**src/rtl/mmio_button_ctrl.sv**
```systemverilog
// -----------------------------------------------------------------------------
// mmio_button_ctrl
//
// Memory-mapped button/LED block that sits between the processor data-memory
// port and RAM. Accesses inside the register window are served locally; all
// other accesses pass straight through to RAM.
//
// Register map (word addresses):
//    BASE_ADDR+0  STATUS  RO   debounced button levels
//    BASE_ADDR+1  EDGE    W1C  sticky rising-edge flags
//    BASE_ADDR+2  OUT     RW   drives button_out
//    BASE_ADDR+3  IRQ_EN  RW   interrupt mask
//    BASE_ADDR+4  FALL    W1C  sticky falling-edge flags (only with
//                              MMIO_FALL_EDGE_EN defined; otherwise this
//                              address is not decoded and goes to RAM)
//    Unused upper bits read as 0.
//
// Optional feature macro: MMIO_FALL_EDGE_EN
//
// Ports:
//    clock         in   system clock, all state updates on the rising edge
//    reset         in   asynchronous active-high reset
//    button_in     in   raw asynchronous button levels [N_BTN-1:0]
//    button_out    out  OUT register contents [N_BTN-1:0]
//    wren          in   processor data write enable
//    address_dmem  in   processor data word address [31:0]
//    data          in   processor write data [31:0]
//    ram_q         in   RAM read data (one-cycle synchronous read) [31:0]
//    ram_wren      out  write enable forwarded to RAM (blocked inside window)
//    q_dmem        out  read data returned to the processor [31:0]
//    irq           out  registered interrupt request
//
// Bus timing: the processor sees read data one cycle after presenting the
// address, same as RAM. A read of a register in the same cycle it is written
// returns the value from before the write.
// -----------------------------------------------------------------------------
module mmio_button_ctrl #(
   parameter int N_BTN           = 4,
   parameter int BASE_ADDR       = 1000,
   parameter int DEBOUNCE_CYCLES = 16
) (
   input  logic              clock,
   input  logic              reset,
   input  logic [N_BTN-1:0]  button_in,
   output logic [N_BTN-1:0]  button_out,
   input  logic              wren,
   input  logic [31:0]       address_dmem,
   input  logic [31:0]       data,
   input  logic [31:0]       ram_q,
   output logic              ram_wren,
   output logic [31:0]       q_dmem,
   output logic              irq
);

   localparam int CW = $clog2(DEBOUNCE_CYCLES + 1);
   localparam logic [CW-1:0] CNT_LAST = CW'(DEBOUNCE_CYCLES - 1);

`ifdef MMIO_FALL_EDGE_EN
   localparam int NREG = 5;
`else
   localparam int NREG = 4;
`endif

   localparam logic [31:0] BASE_W = 32'(BASE_ADDR);
   localparam logic [31:0] NREG_W = 32'(NREG);

   localparam logic [2:0] OFF_STATUS = 3'd0;
   localparam logic [2:0] OFF_EDGE   = 3'd1;
   localparam logic [2:0] OFF_OUT    = 3'd2;
   localparam logic [2:0] OFF_IRQEN  = 3'd3;
`ifdef MMIO_FALL_EDGE_EN
   localparam logic [2:0] OFF_FALL   = 3'd4;
`endif

   // ---------------------------------------------------------------------------
   // Address decode
   // ---------------------------------------------------------------------------
   logic [31:0] offset_w;
   logic        hit_w;
   logic        wr_hit_w;

   assign offset_w = address_dmem - BASE_W;
   // The >= test guards against wrap-around of the subtraction below BASE.
   assign hit_w    = (address_dmem >= BASE_W) && (offset_w < NREG_W);
   assign wr_hit_w = wren && hit_w;
   assign ram_wren = wren && !hit_w;

   // Only the low N_BTN bits of write data are stored.
   logic unused_data;
   assign unused_data = ^data;

   // ---------------------------------------------------------------------------
   // State
   // ---------------------------------------------------------------------------
   logic [N_BTN-1:0] sync1_q, sync2_q;
   logic [N_BTN-1:0] deb_q, deb_d;
   logic [N_BTN-1:0] deb_prev_q;
   logic [CW-1:0]    cnt_q [N_BTN];
   logic [CW-1:0]    cnt_d [N_BTN];
   logic [N_BTN-1:0] edge_q, edge_d;
   logic [N_BTN-1:0] out_q, out_d;
   logic [N_BTN-1:0] irq_en_q, irq_en_d;
   logic             irq_q, irq_d;
   logic             rd_hit_q;
   logic [31:0]      rd_data_q, rd_data_d;
`ifdef MMIO_FALL_EDGE_EN
   logic [N_BTN-1:0] fall_q, fall_d;
`endif

   // ---------------------------------------------------------------------------
   // Debounce: the counter tracks consecutive cycles in which the synchronised
   // level disagrees with the debounced level; any agreeing cycle restarts it.
   // ---------------------------------------------------------------------------
   always_comb begin
      for (int i = 0; i < N_BTN; i++) begin
         deb_d[i] = deb_q[i];
         cnt_d[i] = cnt_q[i];
         if (sync2_q[i] != deb_q[i]) begin
            if (cnt_q[i] == CNT_LAST) begin
               deb_d[i] = ~deb_q[i];
               cnt_d[i] = '0;
            end else begin
               cnt_d[i] = cnt_q[i] + CW'(1);
            end
         end else begin
            cnt_d[i] = '0;
         end
      end
   end

   // ---------------------------------------------------------------------------
   // Register writes, edge capture and interrupt
   // ---------------------------------------------------------------------------
   logic [N_BTN-1:0] rise_w;
   logic [N_BTN-1:0] edge_clr_w;
   logic [N_BTN-1:0] pend_w;
`ifdef MMIO_FALL_EDGE_EN
   logic [N_BTN-1:0] fall_w;
   logic [N_BTN-1:0] fall_clr_w;
`endif

   // Edges are detected against a delayed copy of the debounced level, so a
   // flag sets the cycle after STATUS changes.
   assign rise_w = deb_q & ~deb_prev_q;

   always_comb begin
      edge_clr_w = '0;
      out_d      = out_q;
      irq_en_d   = irq_en_q;
      if (wr_hit_w) begin
         case (offset_w[2:0])
            OFF_EDGE:  edge_clr_w = data[N_BTN-1:0];
            OFF_OUT:   out_d      = data[N_BTN-1:0];
            OFF_IRQEN: irq_en_d   = data[N_BTN-1:0];
            default:   ;
         endcase
      end
      // Set has priority over a simultaneous write-1-to-clear.
      edge_d = (edge_q & ~edge_clr_w) | rise_w;
   end

`ifdef MMIO_FALL_EDGE_EN
   assign fall_w = ~deb_q & deb_prev_q;

   always_comb begin
      fall_clr_w = '0;
      if (wr_hit_w && (offset_w[2:0] == OFF_FALL)) begin
         fall_clr_w = data[N_BTN-1:0];
      end
      fall_d = (fall_q & ~fall_clr_w) | fall_w;
   end

   assign pend_w = (edge_q | fall_q) & irq_en_q;
`else
   assign pend_w = edge_q & irq_en_q;
`endif

   assign irq_d = |pend_w;

   // ---------------------------------------------------------------------------
   // Read path: register contents are sampled before this cycle's write lands,
   // giving read-before-write behaviour and RAM-matched latency.
   // ---------------------------------------------------------------------------
   always_comb begin
      rd_data_d = '0;
      case (offset_w[2:0])
         OFF_STATUS: rd_data_d[N_BTN-1:0] = deb_q;
         OFF_EDGE:   rd_data_d[N_BTN-1:0] = edge_q;
         OFF_OUT:    rd_data_d[N_BTN-1:0] = out_q;
         OFF_IRQEN:  rd_data_d[N_BTN-1:0] = irq_en_q;
`ifdef MMIO_FALL_EDGE_EN
         OFF_FALL:   rd_data_d[N_BTN-1:0] = fall_q;
`endif
         default:    rd_data_d = '0;
      endcase
   end

   assign q_dmem     = rd_hit_q ? rd_data_q : ram_q;
   assign button_out = out_q;
   assign irq        = irq_q;

   // ---------------------------------------------------------------------------
   // Sequential state
   // ---------------------------------------------------------------------------
   always_ff @(posedge clock or posedge reset) begin
      if (reset) begin
         sync1_q    <= '0;
         sync2_q    <= '0;
         deb_q      <= '0;
         deb_prev_q <= '0;
         for (int i = 0; i < N_BTN; i++) begin
            cnt_q[i] <= '0;
         end
         edge_q     <= '0;
         out_q      <= '0;
         irq_en_q   <= '0;
         irq_q      <= 1'b0;
         rd_hit_q   <= 1'b0;
         rd_data_q  <= '0;
      end else begin
         sync1_q    <= button_in;
         sync2_q    <= sync1_q;
         deb_q      <= deb_d;
         deb_prev_q <= deb_q;
         for (int i = 0; i < N_BTN; i++) begin
            cnt_q[i] <= cnt_d[i];
         end
         edge_q     <= edge_d;
         out_q      <= out_d;
         irq_en_q   <= irq_en_d;
         irq_q      <= irq_d;
         rd_hit_q   <= hit_w;
         rd_data_q  <= rd_data_d;
      end
   end

`ifdef MMIO_FALL_EDGE_EN
   always_ff @(posedge clock or posedge reset) begin
      if (reset) begin
         fall_q <= '0;
      end else begin
         fall_q <= fall_d;
      end
   end
`endif

endmodule

```
**config.mk**
```make
export PLATFORM = sky130hd
export DESIGN_NAME = mmio_button_ctrl
export DESIGN_NICKNAME = d
export VERILOG_FILES = /design/src/rtl/mmio_button_ctrl.sv
export SDC_FILE = /design/constraint.sdc
export NUM_CORES = 1
export LEC_CHECK = 0
export CAP_MARGIN = 10
export CORE_MARGIN = 2
export CORE_UTILIZATION = 30
export DETAILED_ROUTE_END_ITERATION = 6
export DONT_BUFFER_PORTS = 1
export SYNTH_ARGS = -nofsm -noshare
export SYNTH_HDL_FRONTEND = slang
export SYNTH_SLANG_ARGS = --single-unit
```
**constraint.sdc**
```tcl
create_clock -name clock -period 3.1 [get_ports clock]
set_input_delay 0.155 -clock clock [delete_from_list [all_inputs] [get_ports clock]]
set_output_delay 0.155 -clock clock [all_outputs]
set_load 0.05 [all_outputs]
```
==> impl_results.html <==
<table>
<tr><th>Metric</th><th>Value</th></tr>
<tr><th colspan="2">Outcome</th></tr>
<tr><td>Run status</td><td>finished clean</td></tr>
<tr><th colspan="2">Setup path</th></tr>
<tr><td>Required @ worst endpoint</td><td>2.94 ns</td></tr>
<tr><td>Worst R2R End</td><td>rd_data_q[0]</td></tr>
<tr><td>Capture point of the worst path</td><td>ram_wren</td></tr>
<tr><td>Crit path max-delay cell type</td><td>sky130_fd_sc_hd__or4_1</td></tr>
<tr><td>Register-to-register setup slack</td><td>1.70 ns</td></tr>
<tr><td>Arrival time of data at the critical path endpoint</td><td>2.26 ns</td></tr>
<tr><td>Max FO, Critical Path</td><td>5</td></tr>
<tr><td>Worst path cell trace</td><td>or4_1, nor4_1, nand3_1, a211o_1, nor4_2, nor2b_1, buf_4</td></tr>
<tr><td>Category of the worst setup path capture point</td><td>output pin</td></tr>
<tr><td>Largest stage delay on the critical path</td><td>0.62 ns</td></tr>
<tr><td>Kind of cell with the highest combined delay on the critical path</td><td>simple AND/OR/NAND/NOR gates</td></tr>
<tr><td>Bufs and invs on worst path</td><td>1</td></tr>
<tr><td>Critical path startpoint category</td><td>input port</td></tr>
<tr><td>Setup Crit Path Kind</td><td>in2out</td></tr>
<tr><td>Critical Path Start</td><td>address_dmem[22]</td></tr>
<tr><td>R2R cell count</td><td>2</td></tr>
<tr><td>Count of cell instances traversed by the critical path</td><td>7</td></tr>
<tr><td>Startpoint of the lowest-slack register-to-register path</td><td>button_out[0]</td></tr>
<tr><th colspan="2">Logic synthesis</th></tr>
<tr><td>Synth Area in Adders</td><td>0.0217</td></tr>
<tr><td>Register area share after synthesis</td><td>0.469</td></tr>
<tr><td>Area share of the largest cell type after synthesis</td><td>0.469</td></tr>
<tr><td>Post-synthesis simple-gate area fraction</td><td>0.266</td></tr>
<tr><td>Synthesized-area fraction occupied by ao, oa, aoi and oai cells</td><td>0.0986</td></tr>
<tr><td>Post-synthesis mux area share</td><td>0.0782</td></tr>
<tr><td>Synth Register Bits</td><td>54</td></tr>
<tr><td>Cell with the most instances after synthesis</td><td>sky130_fd_sc_hd__dfrtp_1</td></tr>
<tr><td>Nets in the synthesized netlist</td><td>377</td></tr>
<tr><td>Ys Warns</td><td>0</td></tr>
<tr><td>Most frequently used flop master after synthesis</td><td>sky130_fd_sc_hd__dfrtp_1</td></tr>
<tr><td>Parity-gate share of the synthesized area counting xor and xnor cells</td><td>0.0426</td></tr>
<tr><td>Yosys top cell by area</td><td>sky130_fd_sc_hd__dfrtp_1</td></tr>
<tr><td>Synth top cells by count</td><td>sky130_fd_sc_hd__dfrtp_1, sky130_fd_sc_hd__nor2b_1, sky130_fd_sc_hd__nor2_1</td></tr>
<tr><td>Count of unique library cells instantiated by Yosys</td><td>52</td></tr>
<tr><td>Mapped Cells</td><td>269</td></tr>
<tr><td>Post-synth EDFFs</td><td>0</td></tr>
<tr><td>Fraction of registers with async set/reset</td><td>1.00</td></tr>
<tr><td>Dominant combinational cell family by area after synthesis</td><td>simple AND/OR/NAND/NOR gates</td></tr>
<tr><td>Leading post-synthesis cells by cell area</td><td>sky130_fd_sc_hd__dfrtp_1, sky130_fd_sc_hd__nor2b_1, sky130_fd_sc_hd__xor2_1, sky130_fd_sc_hd__mux2_1, sky130_fd_sc_hd__mux4_2</td></tr>
<tr><td>Avg Inst Size Synth</td><td>10.7 sq um</td></tr>
<tr><td>Netlist area before placement</td><td>0.00288 sq mm</td></tr>
<tr><th colspan="2">Clocking</th></tr>
<tr><td>Post_cts resized</td><td>0</td></tr>
<tr><td>Worst-path clk slew</td><td>0.10 ns</td></tr>
<tr><td>Number of buffers inserted during clock tree synthesis</td><td>5</td></tr>
<tr><td>Clock latency of the later-clocked register in the worst-skew pair</td><td>0.30 ns</td></tr>
<tr><td>H-tree level count</td><td>2</td></tr>
<tr><td>Clock root buffer</td><td>sky130_fd_sc_hd__clkbuf_8</td></tr>
<tr><td>Clock tree from TritonCTS</td><td>done</td></tr>
<tr><td>Sinks on Clock Net</td><td>54</td></tr>
<tr><td>Clock buffer depth</td><td>2</td></tr>
<tr><th colspan="2">Power</th></tr>
<tr><td>Leakage</td><td>1.43 nW</td></tr>
<tr><td>Overall power after layout</td><td>1.36 mW</td></tr>
<tr><td>P per Cell Area</td><td>411 mW/mm^2</td></tr>
<tr><td>Maximum ir drop on the vdd rail</td><td>193 uV</td></tr>
<tr><th colspan="2">Route</th></tr>
<tr><td>Routed Antenna Nets</td><td>0</td></tr>
<tr><td>Count of routing violations after the opening detailed-route iteration</td><td>96</td></tr>
<tr><td>Vias/cell</td><td>5.09</td></tr>
<tr><td>Detail-routed net length per standard cell</td><td>16.1 microns</td></tr>
<tr><td>Total DRC errors in the routed layout</td><td>0</td></tr>
<tr><td>Total number of vias</td><td>2131</td></tr>
<tr><td>Routed wire length</td><td>6750 microns</td></tr>
<tr><td>Count of TritonRoute iterations in the first routing pass</td><td>4</td></tr>
<tr><th colspan="2">STA</th></tr>
<tr><td>Number of max-slew violations in the final report</td><td>0</td></tr>
<tr><td>Worst rel slew slack</td><td>0.349</td></tr>
<tr><td>Final setup violation count</td><td>0</td></tr>
<tr><td>Sum of negative setup slack</td><td>0 ns</td></tr>
<tr><td>Tmin final</td><td>2.42 ns</td></tr>
<tr><td>Final hold viol count</td><td>0</td></tr>
<tr><td>Maximum clock skew at final layout</td><td>0.00714 ns</td></tr>
<tr><td>Unrepaired setup endpoints after global routing</td><td>false</td></tr>
<tr><td>Crit path setup slack, layout</td><td>0.682 ns</td></tr>
<tr><td>Worst Max-Slew Pin Slew</td><td>0.975 ns</td></tr>
<tr><td>Post-route clock period utilization</td><td>0.780</td></tr>
<tr><td>Maximum frequency from static timing analysis</td><td>0.414 GHz</td></tr>
<tr><th colspan="2">Finish</th></tr>
<tr><td>Layout overhead on the synthesized area</td><td>14.6%</td></tr>
<tr><td>Design Area, Final</td><td>0.00330 sq mm</td></tr>
<tr><td>Antenna diode count</td><td>0</td></tr>
<tr><td>Util after Layout</td><td>0.356</td></tr>
<tr><td>Net total in the final layout</td><td>397</td></tr>
<tr><td>Share of layout cells above drive strength 1</td><td>0.134</td></tr>
<tr><th colspan="2">GRT</th></tr>
<tr><td>First-pass GRT wire length</td><td>10100 microns</td></tr>
<tr><td>Maximum number of pins on one net before global-route repair</td><td>54</td></tr>
<tr><td>Overall Global Routing Usage</td><td>0.126</td></tr>
<tr><td>Sum of overflow across all layers after global routing</td><td>0</td></tr>
<tr><td>Number of global-route vias before repair</td><td>2045</td></tr>
<tr><td>Number of antenna violations at the first check in global routing</td><td>1</td></tr>
<tr><th colspan="2">Die</th></tr>
<tr><td>Total die area</td><td>0.0104 sq mm</td></tr>
<tr><td>Die span in y</td><td>102 microns</td></tr>
<tr><td>Site row count</td><td>35</td></tr>
<tr><td>Width of the die</td><td>102 microns</td></tr>
<tr><td>Initial core utilization</td><td>0.310</td></tr>
<tr><td>Core Region</td><td>0.00928 sq mm</td></tr>
<tr><td>IO Count</td><td>141</td></tr>
<tr><th colspan="2">Place</th></tr>
<tr><td>Pre-CTS WS</td><td>0.591 ns</td></tr>
<tr><td>Buffers on Ports</td><td>0</td></tr>
<tr><td>Placed standard-cell area</td><td>0.00308 sq mm</td></tr>
<tr><td>Final GP Congestion</td><td>0.842</td></tr>
<tr><td>Half-perimeter wire length after detailed placement</td><td>5230 microns</td></tr>
<tr><th colspan="2">Min path</th></tr>
<tr><td>Type of the worst min-delay path</td><td>in2reg</td></tr>
<tr><th colspan="2">Job</th></tr>
<tr><td>Max-Cap Viols</td><td>0</td></tr>
</table>
## worst min path at each step
| stage | end | cells past startpoint | start |
|---|---|---|---|
| 4_1_cts | sync1_q[2] | 1 | reset |
| 2_1_floorplan | sync1_q[0] | 0 | button_in[0] |
| 6_report | edge_q[3] | 4 | address_dmem[2] |
| 3_5_place_dp | sync1_q[3] | 0 | button_in[3] |
| 3_3_place_gp | sync1_q[1] | 0 | button_in[1] |
| 5_1_grt | edge_q[2] | 3 | data[2] |
## worst register-to-register path, cell delays in order (launching register included)
cell	delay, ns
sky130_fd_sc_hd__dfrtp_1	0.60
sky130_fd_sc_hd__mux4_2	0.54
sky130_fd_sc_hd__nor2b_1	0.15
## what timing repair did
item                                    in CTS  in global routing
setup buffers                                0                  0
hold buffers                                 9                  1
endpoints found under the setup margin       0                  0
hold endpoints to repair                    16                 21
## cell families (layout without fill, tap and decap cells)
logic type	Yosys count	count (layout)
compound gates	37	37
simple gates	125	125
flops	54	54
mux	16	16
buf+inv	18	39
xor+xnor	14	14
fa+ha+maj	5	5
## power breakdown
part	switching (mW)	internal, mW	leakage [nW]
clock network	0.230	0.184	0.0478
logic	0.143	0.0640	0.684
registers	0.0122	0.724	0.703
## metal layers
layer	GRT usage	up-vias	part of all wire
met1	0.149	1019	0.40
met2	0.234	97	0.52
li1	-	1009	-
met4	0.0164	0	0.0055
met3	0.0363	6	0.075
met5	0	-	0
## layout make-up
type	count	area (sq um)
fillers	938	5980
multi-input cells	197	1460
flip-flops and latches	54	1350
repair buffers	20	188
well taps	129	161
clock buffers	6	82.6
inverters	11	41.3
clock inverters	2	16.3
## cell usage in the layout, fill, tap and decap left out, types with 5 or more instances in the layout
cell | netlist | final
sky130_fd_sc_hd__and2_1 | 7 | 7
sky130_fd_sc_hd__dlygate4sd3_1 | 0 | 10
sky130_fd_sc_hd__nor3_1 | 9 | 9
sky130_fd_sc_hd__nor4_1 | 7 | 7
sky130_fd_sc_hd__xor2_1 | 13 | 13
sky130_fd_sc_hd__buf_4 | 0 | 9
sky130_fd_sc_hd__clkbuf_8 | 0 | 6
sky130_fd_sc_hd__ha_1 | 5 | 5
sky130_fd_sc_hd__dfrtp_1 | 54 | 54
sky130_fd_sc_hd__nand2_1 | 13 | 13
sky130_fd_sc_hd__mux2_1 | 8 | 8
sky130_fd_sc_hd__nor2b_1 | 34 | 34
sky130_fd_sc_hd__o21ai_0 | 9 | 9
sky130_fd_sc_hd__inv_1 | 11 | 10
sky130_fd_sc_hd__nand3_1 | 9 | 9
sky130_fd_sc_hd__nor2_1 | 18 | 18
## state kept, by name (all words and copies together), names as in the netlist, 4 cells and up
| signal | count |
|---|---|
| cnt_q | 20 |
| button_out | 4 |
| deb_prev_q | 4 |
| deb_q | 4 |
| edge_q | 4 |
| irq_en_q | 4 |
| rd_data_q | 4 |
| sync1_q | 4 |
| sync2_q | 4 |
## metrics by stage
step | hold WS (ns) | cells
after floorplan | 0.186 | 269
after detailed placement | 0.186 | 400
final | 0.0969 | 419
after CTS | 0.0269 | 417
after global placement | 0.186 | 400
after global routing | 0.103 | 419
No activity file was read; power rests on OpenSTA's default activity.
